<file path="src/rtl/t02_wb_pkg.sv">
// Shared types and constants for the t02 Wishbone-classic master bridge.
// The T02_WB_TIMEOUT_EN build option is consumed by t02_wb_master.sv.
package t02_wb_pkg;

  typedef enum logic [1:0] {
    IDLE = 2'd0,
    BUS  = 2'd1,
    DONE = 2'd2
  } t02_wb_state_t;

  localparam logic [3:0]  WB_SEL_WORD     = 4'hF;
  localparam logic [31:0] WB_TIMEOUT_DATA = 32'hDEAD_BEEF;

endpackage

</file>
<file path="src/rtl/t02_wb_timeout.sv">
// Bus-cycle watchdog for the t02 Wishbone master; expired is high during the
// TIMEOUT_CYCLES-th consecutive enabled cycle after a clear.
module t02_wb_timeout
  import t02_wb_pkg::*;
#(
  parameter int TIMEOUT_CYCLES = 255
) (
  input  logic clk,
  input  logic rst,
  input  logic clear,
  input  logic enable,
  output logic expired
);

  localparam int CNT_W = $clog2(TIMEOUT_CYCLES + 1);

  logic [CNT_W-1:0] count;

  // Counter parks at the terminal value so expired stays asserted until cleared.
  always_ff @(posedge clk) begin
    if (rst || clear) begin
      count <= '0;
    end else if (enable && !expired) begin
      count <= count + CNT_W'(1);
    end
  end

  assign expired = (count == CNT_W'(TIMEOUT_CYCLES - 1));

endmodule

</file>
<file path="src/rtl/t02_wb_master.sv">
// CPU request to Wishbone-classic single-transfer bridge.
// Optional bus watchdog enabled by defining T02_WB_TIMEOUT_EN.
module t02_wb_master
  import t02_wb_pkg::*;
#(
  parameter int ADDR_W         = 32,
  parameter int DATA_W         = 32,
  parameter int TIMEOUT_CYCLES = 255
) (
  input  logic                clk,
  input  logic                rst,
  input  logic                Ren,
  input  logic                Wen,
  input  logic [ADDR_W-1:0]   ramaddr,
  input  logic [DATA_W-1:0]   ramstore,
  output logic [DATA_W-1:0]   ramload,
  output logic                busy_o,
  output logic                err_o,
  output logic                cyc_o,
  output logic                stb_o,
  output logic                we_o,
  output logic [ADDR_W-1:0]   adr_o,
  output logic [DATA_W-1:0]   dat_o,
  output logic [DATA_W/8-1:0] sel_o,
  input  logic [DATA_W-1:0]   dat_i,
  input  logic                ack_i
);

  t02_wb_state_t state, state_nxt;

  logic req;
  logic take;
  logic done_ack;
  logic abort;

  assign req      = Ren | Wen;
  assign take     = (state == IDLE) && req;
  assign done_ack = (state == BUS) && ack_i;

`ifdef T02_WB_TIMEOUT_EN
  logic expired;

  t02_wb_timeout #(
    .TIMEOUT_CYCLES(TIMEOUT_CYCLES)
  ) u_timeout (
    .clk    (clk),
    .rst    (rst),
    .clear  (take),
    .enable (state == BUS),
    .expired(expired)
  );

  // A real ack in the expiring cycle still wins over the abort.
  assign abort = (state == BUS) && !ack_i && expired;

  always_ff @(posedge clk) begin
    if (rst) begin
      err_o <= 1'b0;
    end else begin
      err_o <= abort;
    end
  end
`else
  assign abort = 1'b0;
  assign err_o = 1'b0;
`endif

  assign busy_o = (state == BUS) || take;
  assign sel_o  = {(DATA_W/8){1'b1}};

  always_comb begin
    state_nxt = state;
    unique case (state)
      IDLE:    if (req) state_nxt = BUS;
      BUS:     if (ack_i || abort) state_nxt = DONE;
      DONE:    state_nxt = IDLE;
      default: state_nxt = IDLE;
    endcase
  end

  // Wishbone outputs are registered; request fields are frozen at acceptance.
  always_ff @(posedge clk) begin
    if (rst) begin
      state   <= IDLE;
      cyc_o   <= 1'b0;
      stb_o   <= 1'b0;
      we_o    <= 1'b0;
      adr_o   <= '0;
      dat_o   <= '0;
      ramload <= '0;
    end else begin
      state <= state_nxt;
      if (take) begin
        cyc_o <= 1'b1;
        stb_o <= 1'b1;
        we_o  <= Wen;
        adr_o <= ramaddr;
        dat_o <= ramstore;
      end else if (done_ack || abort) begin
        cyc_o <= 1'b0;
        stb_o <= 1'b0;
      end
      if (done_ack && !we_o) begin
        ramload <= dat_i;
      end else if (abort && !we_o) begin
        ramload <= DATA_W'(WB_TIMEOUT_DATA);
      end
    end
  end

endmodule

</file>
<file path="config.mk">
export PLATFORM = sky130hd
export DESIGN_NAME = t02_wb_master
export DESIGN_NICKNAME = d
export VERILOG_FILES = /design/src/rtl/t02_wb_pkg.sv /design/src/rtl/t02_wb_timeout.sv /design/src/rtl/t02_wb_master.sv
export SDC_FILE = /design/constraint.sdc
export NUM_CORES = 1
export LEC_CHECK = 0
export ABC_AREA = 1
export BUFFER_PORTS_ARGS = -buffer_cell sky130_fd_sc_hd__buf_2
export CAP_MARGIN = 30
export CORE_MARGIN = 1
export CORE_UTILIZATION = 30
export CTS_CLUSTER_DIAMETER = 40
export DETAILED_ROUTE_END_ITERATION = 6
export MAX_ROUTING_LAYER = met4
export PLACE_DENSITY = 0.71
export SKIP_CTS_REPAIR_TIMING = 1
export SLEW_MARGIN = 10
export SYNTH_ARGS = -nofsm -noshare
export SYNTH_HDL_FRONTEND = slang
export SYNTH_SLANG_ARGS = --single-unit
</file>
<file path="constraint.sdc">
create_clock -name clk -period 1 [get_ports clk]
set_input_delay 0.2 -clock clk [delete_from_list [all_inputs] [get_ports clk]]
set_output_delay 0.2 -clock clk [all_outputs]
set_load 0.005 [all_outputs]
</file>
==> impl_metrics.toml, run 1 <==
[outcome]
run_status = "finished with violations"
failed_checks = "negative setup slack"

[route]
wirelength_um = 12300
ant_nets = 0
dr.pass1.iters = 4
dr.first_iter.drc_count = 202
viasPerCell = 4.56
route.detailed.drc = 0
dr_total_vias = 4225
wire_per_inst_um = 13.3

[timing]
fin_skew_ns = 0.00368
slew_viol_final = 0
final.min_clock_period_ns = 1.42
final_hold_viol_count = 0
grt_setup_unrepaired = "true"
period_share_pct = 142
setup_violations = 103
max_freq_mhz = 705
worst_slack_ns = -0.419

[floorplan]
ios = 206
fp.dieH_um = 119
die_w_um = 119
initial_core_util_pct = 30.9
die-area_mm2 = 0.0142
coreArea_mm2 = 0.0133
rows = 42

[cells_and_area]
area_growth_pct = 56.2
multi_input_area_mm2 = 0.00168
fillers = 1271
drive_above_1_share_pct = 54.4
final_cell_count_no_fill = 927
nets = 846
seq_area_mm2 = 0.00213

[logic_synthesis]
syn_inst = 527
yosysSeqAreaShare_pct = 48.7
synth_area_per_cell_um2 = 7.80
ys_types = 20
netlist_area_mm2 = 0.00411
synth_seq_cells = 100
yosysWarnings = 0

[pwr]
total_power_uw = 10600
p_leak_uw = 0.00310
p_per_area_mw_per_mm2 = 1650
ir_worst_vdd_v = 0.00142

[global_routing]
gr-total-overflow = 0
gr-usage-all-layers_pct = 16.7
grt_start_max_net_pins = 34
antenna_found_initial = 1
grt_pass1_vias = 3720
grt_pass1_wl_um = 18200

[hold_path]
holdCritStartpoint = "ramaddr[16]"
hold_path.class = "in2reg"

[placed_design]
place_ws_ns = -0.172
dp_hpwl_um = 8030
port_buffers = 200
dpl.cell_count = 890
place_congestion = 0.749

[critical_path]
slowest_stage = "dfxtp_2"
end_kind = "output port"
crit_chain = "nor2_4 -> nand2_4 -> buf_12 -> o21ai_2 -> buf_2"
worstSetupPathType = "reg2out"
cp.arrival_ns = 1.22
slowest_delay_ns = 0.35
cp-startpoint = "state[1]$_SDFFE_PP0P_"
crit_path_start_kind = "register"
r2r_start = "state[1]$_SDFFE_PP0P_"
path_max_fanout = 4
required_ns = 0.80

[clock_network]
insertion_delay_ns = 0.34
cts_tree = "yes"
clk_pin_slew_ns = 0.07
cts_max_path_buffers = 2
cts-root-buf = "clkbuf_16"
clock_sinks = 100
cts_buffers = 9
ctsHtreeMaxLevel = 3

[run]
cap_violations = 0
[registers in the layout, indices dropped and copies added (netlist names)]
signal and flops:
adr_o 32, dat_o 32, ramload 32, state 2, stb_o 1, we_o 1
[worst max-delay path: cells and delay by family, from the launching register on]
family / cells / cell delay [ns]
DFF: 1 / 0.35
buffers and inverters: 2 / 0.26
and+or+nand+nor: 2 / 0.23
AOI/OAI and AO/OA: 1 / 0.04
[logic make-up after synthesis]
family          after synthesis  share of synthesized area, %
flops                       100                          48.7
compound gates               68                          9.20
simple gates                267                          29.8
buf+inv                      90                          12.1
other cells                   2                         0.183
[cell type report]
type                            count  share of cell area, %
Clock inverter                      5                   1.17
Timing Repair Buffer              255                   30.0
Multi-Input combinational cell    340                   26.1
Sequential cell                   100                   33.2
Clock buffer                       11                   3.78
Tap cell                          176                   3.43
Antenna cell                        1                 0.0390
Inverter                           39                   2.28
[routing by layer]
layer  wire (um)  GRT usage (%)  part of all wire (%)  up-vias
met5           0              -                     0        -
met4         144           4.75                   1.2        0
met3         920           5.65                   7.5       11
met2        5930           25.8                    48      159
met1        5320           20.5                    43     1917
li1            -              -                     -     2138
[cell usage in the layout (no fill, tap or decap)]
cell type | Yosys | layout
a21oi_1 | 57 | 52
a21oi_2 | 10 | 15
buf_12 | 0 | 15
buf_2 | 10 | 162
buf_4 | 18 | 33
buf_6 | 9 | 40
buf_8 | 1 | 1
bufinv_16 | 0 | 2
clkbuf_1 | 11 | 1
clkbuf_16 | 0 | 13
clkbuf_8 | 0 | 1
clkinv_2 | 0 | 3
conb_1 | 2 | 5
dfxtp_2 | 0 | 98
dfxtp_4 | 0 | 2
diode_2 | 0 | 1
inv_1 | 39 | 39
nand2_1 | 90 | 89
nand2_2 | 10 | 11
nand2_4 | 1 | 1
nand3_1 | 65 | 59
nand3_2 | 1 | 7
nand4_1 | 32 | 32
nor2_1 | 65 | 65
nor2_4 | 3 | 3
o21ai_2 | 0 | 1
[report_power, final]
part | leakage [uW] | internal, uW | total [uW] | switching (uW)
clock network | 0.000159 | 2250 | 3760 | 1510
registers | 0.000861 | 4360 | 4550 | 194
logic | 0.00208 | 1230 | 2300 | 1060
[cells in the mapped netlist, drive strengths merged]
master / count / share of area (%)
conb: 2 / 0.18
buf: 40 / 7.5
a21oi: 67 / 9.1
o21ai: 1 / 0.12
nand2: 101 / 10
dfxtp: 100 / 49
nand3: 66 / 8.2
inv: 39 / 3.6
nand4: 32 / 4.9
nor2: 68 / 6.8
clkbuf: 11 / 1.0
[path summary, 6_finish.rpt]
| kind | to | slack (ns) | cells after the start |
|---|---|---|---|
| worst max register to register | adr_o[20]$_SDFFE_PP0P_ | -0.23 | 6 |
| worst min-delay path | adr_o[16]$_SDFFE_PP0P_ | 0.11 | 3 |
| worst max-delay path | busy_o | -0.42 | 5 |
| worst min register to register | dat_o[6]$_SDFFE_PP0P_ | 0.45 | 2 |
[through the flow]
stage	setup TNS [ns]	hold slack, ns	util, %	instance area [um2]
after CTS	-14.24	0.0929	43.5	5790
after global placement	-9.20	0.445	41.1	5470
after detailed placement	-10.90	0.447	41.1	5470
after floorplan	-0.493	0.350	-	4170
after global routing	-25.26	0.0830	48.3	6420
final	-15.49	0.108	48.3	6420
Power figures use the tool's default switching activity.
==> inputs of run 2 (changes only) <==
--- a/config.mk
+++ b/config.mk
@@ -6,14 +6,14 @@
 export NUM_CORES = 1
 export LEC_CHECK = 0
 export ABC_AREA = 1
-export BUFFER_PORTS_ARGS = -buffer_cell sky130_fd_sc_hd__buf_2
 export CAP_MARGIN = 30
 export CORE_MARGIN = 1
 export CORE_UTILIZATION = 30
 export CTS_CLUSTER_DIAMETER = 40
 export DETAILED_ROUTE_END_ITERATION = 6
+export DONT_BUFFER_PORTS = 1
 export MAX_ROUTING_LAYER = met4
-export PLACE_DENSITY = 0.71
+export PLACE_DENSITY = 0.57
 export SKIP_CTS_REPAIR_TIMING = 1
 export SLEW_MARGIN = 10
 export SYNTH_ARGS = -nofsm -noshare
==> impl_metrics.toml, run 2 (synthesis gave the netlist of run 1 again) <==
[critical_path]
reg2reg_to = "adr_o[26]$_SDFFE_PP0P_"
cp.arrival_ns = 1.15
required_ns = 0.80
ff2ff_setup_slack_ns = -0.21
end_kind = "output port"
path_max_fanout = 4
r2r_start = "state[1]$_SDFFE_PP0P_"
r2r_cells = 6
worstSetupPathType = "reg2out"
crit_path_start_kind = "register"

[floorplan]
die_w_um = 119
initial_core_util_pct = 30.9
rows = 42
fp.dieH_um = 119
die-area_mm2 = 0.0142
coreArea_mm2 = 0.0133
ios = 206

[timing]
period_share_pct = 135
grt_setup_unrepaired = "true"
holdWs_ns = -0.0877
final.min_clock_period_ns = 1.35
slew_viol_final = 0
final_hold_viol_count = 68
setup_violations = 98
fin_skew_ns = 0.00449
max_freq_mhz = 741
worst_slack_ns = -0.349

[clock_network]
cts-root-buf = "clkbuf_16"
clk_pin_slew_ns = 0.07
cts_tree = "yes"
cts_max_path_buffers = 2
clock_sinks = 100
insertion_delay_ns = 0.35
cts_buffers = 9
ctsHtreeMaxLevel = 3

[pwr]
p_per_area_mw_per_mm2 = 1980
p_sw_uw = 2640
p_int_uw = 6580
total_power_uw = 9230
pwr-share-comb_pct = 13.6
ir_worst_vdd_v = 0.000761
clkPwrFrac_pct = 37.0
p_leak_uw = 0.00190
switching_share_pct = 28.7
p_seq_share_pct = 49.4

[global_routing]
grt_start_max_net_pins = 70
gr-total-overflow = 0
grt_pass1_vias = 3287
gr-usage-all-layers_pct = 14.9
antenna_found_initial = 0
grt_pass1_wl_um = 16000

[hold_path]
holdCritStartpoint = "rst"
min_to = "dat_o[18]$_SDFFE_PP0P_"
whs_path_depth = 1
hold_path.class = "in2reg"

[route]
dr.first_iter.drc_count = 128
wire_per_inst_um = 15.2
dr.pass1.iters = 6
dr_total_vias = 3438
viasPerCell = 4.95
route.detailed.drc = 0
ant_nets = 0
wirelength_um = 10500

[cells_and_area]
biggestRegsByFlops = "adr_o x32, dat_o x32, ramload x32"
drive_above_1_share_pct = 15.0
fillers = 1366
area_growth_pct = 13.4
final_common_cell = "dfxtp_1"
diodes = 0
mostFrequentLayoutCells = "96 x dfxtp_1, 89 x nand2_1, 65 x nor2_1"
final_cell_count_no_fill = 695
nets = 615

[outcome]
failed_checks = "negative hold slack, negative setup slack"
run_status = "finished with violations"

[placed_design]
dp_hpwl_um = 6920
port_buffers = 0
place_congestion = 0.770
dpl.cell_count = 675

[run]
cap_violations = 0
run 2: cell count changes in the layout (fill, tap and decap cells not counted), sizes merged:
cell	previous run	this run
buf	251	23
clkbuf	15	10
inv	39	44
bufinv	2	0
clkinv	3	2
diode	1	0
run 2: per-layer routing:
layer / vias up / track usage, % / wire length, um
met4: 0 / 7.52 / 207
met5: - / - / 0
met2: 166 / 23.9 / 4970
li1: 1677 / - / -
met1: 1581 / 16.3 / 4300
met3: 14 / 5.08 / 1060
run 2: power groups by stage:
stage	clock network, uW	registers (uW)	logic (uW)
after global routing	3730	4600	1400
after detailed placement	0	4660	1170
final	3410	4560	1250
after CTS	3590	4570	1170
after floorplan	0	4580	1050
after global placement	0	4650	1130
run 2: how the worst max path moves through the flow:
stage,start,to
final,state[1]$_SDFFE_PP0P_,busy_o
after global placement,state[0]$_SDFFE_PP0P_,dat_o[1]$_SDFFE_PP0P_
after floorplan,state[0]$_SDFFE_PP0P_,busy_o
after detailed placement,state[1]$_SDFFE_PP0P_,adr_o[31]$_SDFFE_PP0P_
after global routing,state[1]$_SDFFE_PP0P_,busy_o
after CTS,state[1]$_SDFFE_PP0P_,busy_o
run 2: worst max-delay path, stage by stage, from the launching register on:
cell and delay, ns:
dfxtp_4 0.36, nor2_4 0.18, nand2_4 0.08, buf_12 0.13, o21ai_4 0.06
run 2: layout make-up:
class / instances / area [um2] / area share (%)
clock buffer: 9 / 225 / 4.83
clock inverter: 7 / 63.8 / 1.37
inverter: 39 / 146 / 3.14
multi-input combinational: 340 / 1680 / 36.0
sequential: 100 / 2010 / 43.2
tap: 176 / 220 / 4.73
timing repair buffer: 24 / 313 / 6.72
run 2: metrics by stage:
step | utilization (%) | hold WS (ns) | setup slack (ns) | setup TNS [ns] | area, um2
floorplan | - | 0.350 | -0.0311 | -0.493 | 4170
global placement | 32.2 | 0.274 | -0.102 | -5.20 | 4280
detailed placement | 32.2 | 0.274 | -0.151 | -9.12 | 4280
CTS | 34.4 | -0.108 | -0.418 | -11.19 | 4570
global route | 35.0 | -0.111 | -0.398 | -21.11 | 4660
finish | 35.0 | -0.0877 | -0.349 | -15.56 | 4660
